===== config.mk =====
export PLATFORM = sky130hd
export DESIGN_NAME = timer_irq
export DESIGN_NICKNAME = d
export VERILOG_FILES = /design/src/rtl/timer_irq.sv
export SDC_FILE = /design/constraint.sdc
export NUM_CORES = 1
export LEC_CHECK = 0
export CORE_UTILIZATION = 53
export CTS_CLUSTER_DIAMETER = 60
export DETAILED_ROUTE_END_ITERATION = 8
export PLACE_DENSITY_LB_ADDON = 0.15
export SYNTH_ARGS = -nofsm -noshare
export SYNTH_HDL_FRONTEND = slang
export SYNTH_SLANG_ARGS = --single-unit

===== constraint.sdc =====
create_clock -name clk -period 2.8 [get_ports clk]
set_input_delay 0.56 -clock clk [delete_from_list [all_inputs] [get_ports clk]]
set_output_delay 0.56 -clock clk [all_outputs]
set_load 0.05 [all_outputs]

===== src/rtl/timer_irq.sv =====
// Programmable down-counting timer with a single interrupt output on the CPU peripheral bus.
// Latency: register writes take effect on the next rising edge; dout and irq are combinational.
// Backpressure: none; the bus is always accepted and the timer never stalls the bus.
module timer_irq #(
  parameter int CNT_W = 32
) (
  input  logic        clk,
  input  logic        reset,
  input  logic [1:0]  addr,
  input  logic        we,
  input  logic [31:0] din,
  output logic [31:0] dout,
  output logic        irq
);

  typedef enum logic [1:0] {
    ST_IDLE = 2'd0,
    ST_LOAD = 2'd1,
    ST_CNT  = 2'd2,
    ST_INT  = 2'd3
  } state_e;

  localparam logic [1:0] A_CTRL   = 2'd0;
  localparam logic [1:0] A_PRESET = 2'd1;
  localparam logic [1:0] A_COUNT  = 2'd2;

  localparam logic [1:0] MODE_RELOAD = 2'b01;

  // Architectural state
  state_e             state_q, state_d;
  logic               ctrl_en_q, ctrl_en_d;
  logic [1:0]         ctrl_mode_q, ctrl_mode_d;
  logic               ctrl_im_q, ctrl_im_d;
  logic [CNT_W-1:0]   preset_q, preset_d;
  logic [CNT_W-1:0]   count_q, count_d;
  logic               flag_q, flag_d;

  // Bus decode
  logic wr_ctrl;
  logic wr_preset;

  // FSM side effects feeding the register next-state logic
  logic flag_set;
  logic flag_auto_clr;
  logic hw_en_clr;
  logic mode_reload;

  // Zero-extended views for readback
  logic [31:0] preset_ext;
  logic [31:0] count_ext;

  assign wr_ctrl     = we && (addr == A_CTRL);
  assign wr_preset   = we && (addr == A_PRESET);
  // Modes 1x fall back to one-shot behaviour.
  assign mode_reload = (ctrl_mode_q == MODE_RELOAD);

  // FSM next-state, counter next value and FSM-driven side effects
  always_comb begin
    state_d       = state_q;
    count_d       = count_q;
    flag_set      = 1'b0;
    flag_auto_clr = 1'b0;
    hw_en_clr     = 1'b0;
    case (state_q)
      ST_IDLE: begin
        if (ctrl_en_q) begin
          state_d = ST_LOAD;
        end
      end
      ST_LOAD: begin
        // PRESET is sampled only here, so writes during counting wait for the next reload.
        count_d = preset_q;
        state_d = ctrl_en_q ? ST_CNT : ST_IDLE;
      end
      ST_CNT: begin
        if (!ctrl_en_q) begin
          state_d = ST_IDLE;
        end else if (count_q > CNT_W'(1)) begin
          count_d = count_q - CNT_W'(1);
        end else begin
          // Expiry at 1 (or 0 when PRESET was 0): never wraps below zero.
          count_d  = '0;
          state_d  = ST_INT;
          flag_set = 1'b1;
        end
      end
      ST_INT: begin
        if (mode_reload) begin
          flag_auto_clr = 1'b1;
          state_d       = ST_LOAD;
        end else begin
          hw_en_clr = 1'b1;
          state_d   = ST_IDLE;
        end
      end
      default: begin
        state_d = ST_IDLE;
      end
    endcase
  end

  // Software-visible register next values; a bus write to CTRL beats the hardware EN clear
  always_comb begin
    ctrl_en_d   = ctrl_en_q;
    ctrl_mode_d = ctrl_mode_q;
    ctrl_im_d   = ctrl_im_q;
    preset_d    = preset_q;
    if (wr_ctrl) begin
      ctrl_en_d   = din[0];
      ctrl_mode_d = din[2:1];
      ctrl_im_d   = din[3];
    end else if (hw_en_clr) begin
      ctrl_en_d = 1'b0;
    end
    if (wr_preset) begin
      preset_d = din[CNT_W-1:0];
    end
  end

  // Interrupt flag: expiry set has priority over any clear in the same cycle
  always_comb begin
    flag_d = flag_q;
    if (wr_ctrl || wr_preset || flag_auto_clr) begin
      flag_d = 1'b0;
    end
    if (flag_set) begin
      flag_d = 1'b1;
    end
  end

  // State registers with asynchronous active-low reset
  always_ff @(posedge clk or negedge reset) begin
    if (!reset) begin
      state_q     <= ST_IDLE;
      ctrl_en_q   <= 1'b0;
      ctrl_mode_q <= 2'b00;
      ctrl_im_q   <= 1'b0;
      preset_q    <= '0;
      count_q     <= '0;
      flag_q      <= 1'b0;
    end else begin
      state_q     <= state_d;
      ctrl_en_q   <= ctrl_en_d;
      ctrl_mode_q <= ctrl_mode_d;
      ctrl_im_q   <= ctrl_im_d;
      preset_q    <= preset_d;
      count_q     <= count_d;
      flag_q      <= flag_d;
    end
  end

  // Zero-extend PRESET/COUNT to the 32-bit bus for any CNT_W
  always_comb begin
    preset_ext              = '0;
    count_ext               = '0;
    preset_ext[CNT_W-1:0]   = preset_q;
    count_ext[CNT_W-1:0]    = count_q;
  end

  // Combinational readback mux
  always_comb begin
    dout = '0;
    case (addr)
      A_CTRL:   dout = {28'd0, ctrl_im_q, ctrl_mode_q, ctrl_en_q};
      A_PRESET: dout = preset_ext;
      A_COUNT:  dout = count_ext;
      default:  dout = '0;
    endcase
  end

  // Masked interrupt; drops immediately with the asynchronous reset of its sources
  assign irq = ctrl_im_q & flag_q;

endmodule


==> reports/results.tsv <==
metric	value	unit
fin_ws	193.7	ps
core	7370	µm²
grt_pass1_wl	18.84	mm
max_cap_violations	0	
worstSetupPathType	primary input to output pin	
critical_path.startpoint	addr[1]	
arrival	2050	ps
cp_top_family	buffers and inverters	
cts_tree	done	
ios	70	
design_area	5522	µm²
ant_nets	0	
gp_congestion	0.8583	
fin_util	0.7492	
vias_per_cell	6.327	
worst_pin_slew	746.2	ps
maxSlewViolCount	0	
cellPowerDensity	925.7	nW/µm²
fin_crit_sh	0.9308	
dr.pass1.iters	5	
rsz0062_at_grt	false	
fp.dieArea	8063	µm²
yosys.cell_types.count	53	
fin_crit	2606	ps
fin_worst_skew	9.709	ps
finalSetupTns	0	ps
setup_viol	0	
endpoint	dout[27]	
crit_cells	5	
synth-warning-count	0	
min-delay-path-class	primary input to asynchronous set/reset pin	
dp_slack	197.9	ps
nNetsFinal	519	
overflow	0	
grt_use_met2	0.5013	
status	complete, no violations	
synth_fp_nets	441	
cp.required	2240	ps
max_freq	383.7	MHz
routed_wl	11.01	mm
cts_resized	0	
final-hold-violation-count	0	
die_w	89.80	µm
clkTransAtPathRegs	80	ps
crit_path_frequent_cell	buf_12	
dr.first_iter.drc_count	293	
antenna_found_initial	0	
clockBufferDepth	2	
num_rows	31	
io_buffers	69	
rr_endpoint	count_ext[13]$_DFFE_PN0P_	
leakage	2.252	nW
grt_max_degree	44	
die_y	89.80	µm
ys.flop_type	dfrtp_1	
grt_use_met1	0.3756	
grt.busiest_layer	met2	
path_cells	clkdlybuf4s50_1 > nor2b_2 > buf_12 > a22o_1 > buf_12	
synth_edf_count	0	
diodes	0	
vias	3695	
crit_path_end_kind	output pin	
post_cts_buffers	0	
r2r_start	count_ext[1]$_DFFE_PN0P_	
synthCells	402	
cp_num_buf_inv	3	
drive_gt1_frac	0.2598	
syn_avg_cell_area	10.16	µm²
synth_seq_cells	71	
async_reset_ff_frac	1.000	
cts_made_buffers	9	
dp_hpwl	7.734	mm
relSlewSlack	0.5025	
cts_hold_buf	0	
syn_to_final_growth	35.16	%
critPathMaxStageDelay	660	ps
drc	0	
nFillCells	527	
cts_root_buf	clkbuf_8	
r2r_slack	220	ps
crit_fanout	28	
wire_per_inst	18.86	µm
grt_pass1_vias	3810	
synthesis.area	4085	µm²
grtUsageTotal	0.2942	
peakVddDrop	0.0004669	V
critPathSlowestCell	clkdlybuf4s50_1	
met3_usage	0.06176	
cts_sinks	71	
dpl.cell_count	568	
fin_cells	584	
htreeDepth	3	
cp-start-kind	primary input	
reg2reg_depth	7	
initial_utilization	0.5543	
placed_area	5314	µm²
insertion_delay	350	ps
ys_seq_area_frac	0.4349	
-- per-layer routing --
| metal | vias to the layer above | share of wire |
|---|---|---|
| li1 | 1704 | - |
| met1 | 1855 | 0.43 |
| met2 | 116 | 0.51 |
| met3 | 20 | 0.048 |
| met4 | 0 | 0.014 |
| met5 | - | 0 |
-- Yosys cell counts (all sizes together), types with 2 or more instances --
master	count	share of area
o211ai	5	0.0092
a22o	31	0.066
o21a	2	0.0037
inv	11	0.010
o21ai	20	0.025
or3	16	0.025
a21oi	12	0.015
nand2	26	0.024
or4	7	0.015
nor2	13	0.012
nand3	13	0.016
nor3b	3	0.0055
and2	4	0.0061
a22oi	6	0.011
o31a	4	0.0086
o311ai	3	0.0064
o31ai	6	0.018
and3	3	0.0046
nand4	4	0.0077
nor2b	5	0.0077
a211o	2	0.0043
mux2	35	0.096
dfrtp	71	0.43
a21o	3	0.0055
or2	3	0.0046
a32oi	2	0.0043
clkbuf	17	0.016
mux2i	5	0.012
nand2b	4	0.0061
o22ai	7	0.011
nor4	14	0.029
ha	2	0.0061
a221o	6	0.015
o2bb2ai	3	0.0064
o41ai	4	0.0086
nor3	10	0.012
buf	13	0.019
-- area by class of cell --
cell class | count | area (µm²) | area share
tap | 99 | 123.9 | 0.02243
clock buffer | 11 | 151.4 | 0.02742
sequential | 71 | 1777 | 0.3218
inverter | 11 | 41.29 | 0.007478
clock inverter | 5 | 56.30 | 0.01020
timing repair buffer | 97 | 1241 | 0.2248
multi-input combinational | 290 | 2131 | 0.3859
-- state kept, by name (all words and copies together) (netlist names) --
name / flops
count_ext: 32
ctrl_im_q: 1
preset_ext: 32
ctrl_mode_q: 2
state_q: 2
flag_q: 1
ctrl_en_q: 1
-- metrics by stage --
step           hold WS [ps]  total power, mW
4_1_cts               223.7            5.105
2_1_floorplan         264.4            3.243
5_1_grt               239.8            5.401
6_report              219.1            5.112
3_5_place_dp          516.5            4.222
3_3_place_gp          511.2            4.135
-- placed cells by master, fill, tap and decap left out, types with 3 or more instances in the layout --
cell type / netlist / routed
dfrtp_1: 71 / 71
clkdlybuf4s50_1: 0 / 36
mux2_2: 35 / 35
buf_12: 0 / 34
a22o_1: 31 / 31
nand2_1: 26 / 26
buf_4: 2 / 26
o21ai_0: 17 / 17
or3_1: 16 / 16
nor2_1: 13 / 13
nand3_1: 13 / 13
a21oi_1: 12 / 12
inv_1: 11 / 11
clkbuf_8: 0 / 11
nor3_1: 10 / 10
nor4_1: 9 / 9
o22ai_1: 7 / 7
a221o_1: 6 / 6
a22oi_1: 6 / 6
mux2i_1: 5 / 5
nor4_2: 5 / 5
o211ai_1: 5 / 5
or4_1: 5 / 5
and2_1: 4 / 4
o31a_1: 4 / 4
nand2b_1: 4 / 4
o41ai_1: 4 / 4
o31ai_1: 4 / 4
nor2b_1: 5 / 3
nor3b_1: 3 / 3
and3_1: 3 / 3
nand4_1: 3 / 3
o2bb2ai_1: 3 / 3
o21ai_1: 3 / 3
a21o_1: 3 / 3
o311ai_0: 3 / 3
-- kinds of logic (layout without fill, tap and decap cells) --
logic type                 after synthesis  count (layout)  share of synthesized area
muxes                                   40              40                     0.1087
AOI/OAI and AO/OA                      120             120                     0.2248
adders and majority gates                2               2                   0.006125
DFF                                     71              71                     0.4349
and+or+nand+nor                        128             128                     0.1807
buffers and inverters                   41             124                    0.04471
-- where the power goes --
part           leakage (nW)  total [mW]  internal (mW)  switching (mW)
combinational          1.27        2.42           1.14            1.28
clock                 0.105       0.857          0.458           0.399
sequential            0.871        1.83           1.35           0.483
-- how the worst min path moves through the flow --
stage / start / end / slack [ps] / cells after the start
after floorplan: reset / count_ext[0]$_DFFE_PN0P_ / 260 / 0
after global placement: preset_ext[22]$_DFFE_PN0P_ / count_ext[22]$_DFFE_PN0P_ / 510 / 2
after detailed placement: flag_q$_DFFE_PN0P_ / flag_q$_DFFE_PN0P_ / 520 / 2
after CTS: reset / preset_ext[9]$_DFFE_PN0P_ / 220 / 2
after global routing: reset / preset_ext[9]$_DFFE_PN0P_ / 240 / 2
final: reset / count_ext[12]$_DFFE_PN0P_ / 220 / 2
-- worst reg2reg max path: cells and delay by family (launching register included) --
| family | cells | cell delay, ps |
|---|---|---|
| DFF | 1 | 430 |
| buffers and inverters | 1 | 130 |
| AOI/OAI and AO/OA | 3 | 1070 |
| adders and majority gates | 1 | 240 |
| and+or+nand+nor | 2 | 620 |
Power figures use the tool's default switching activity.
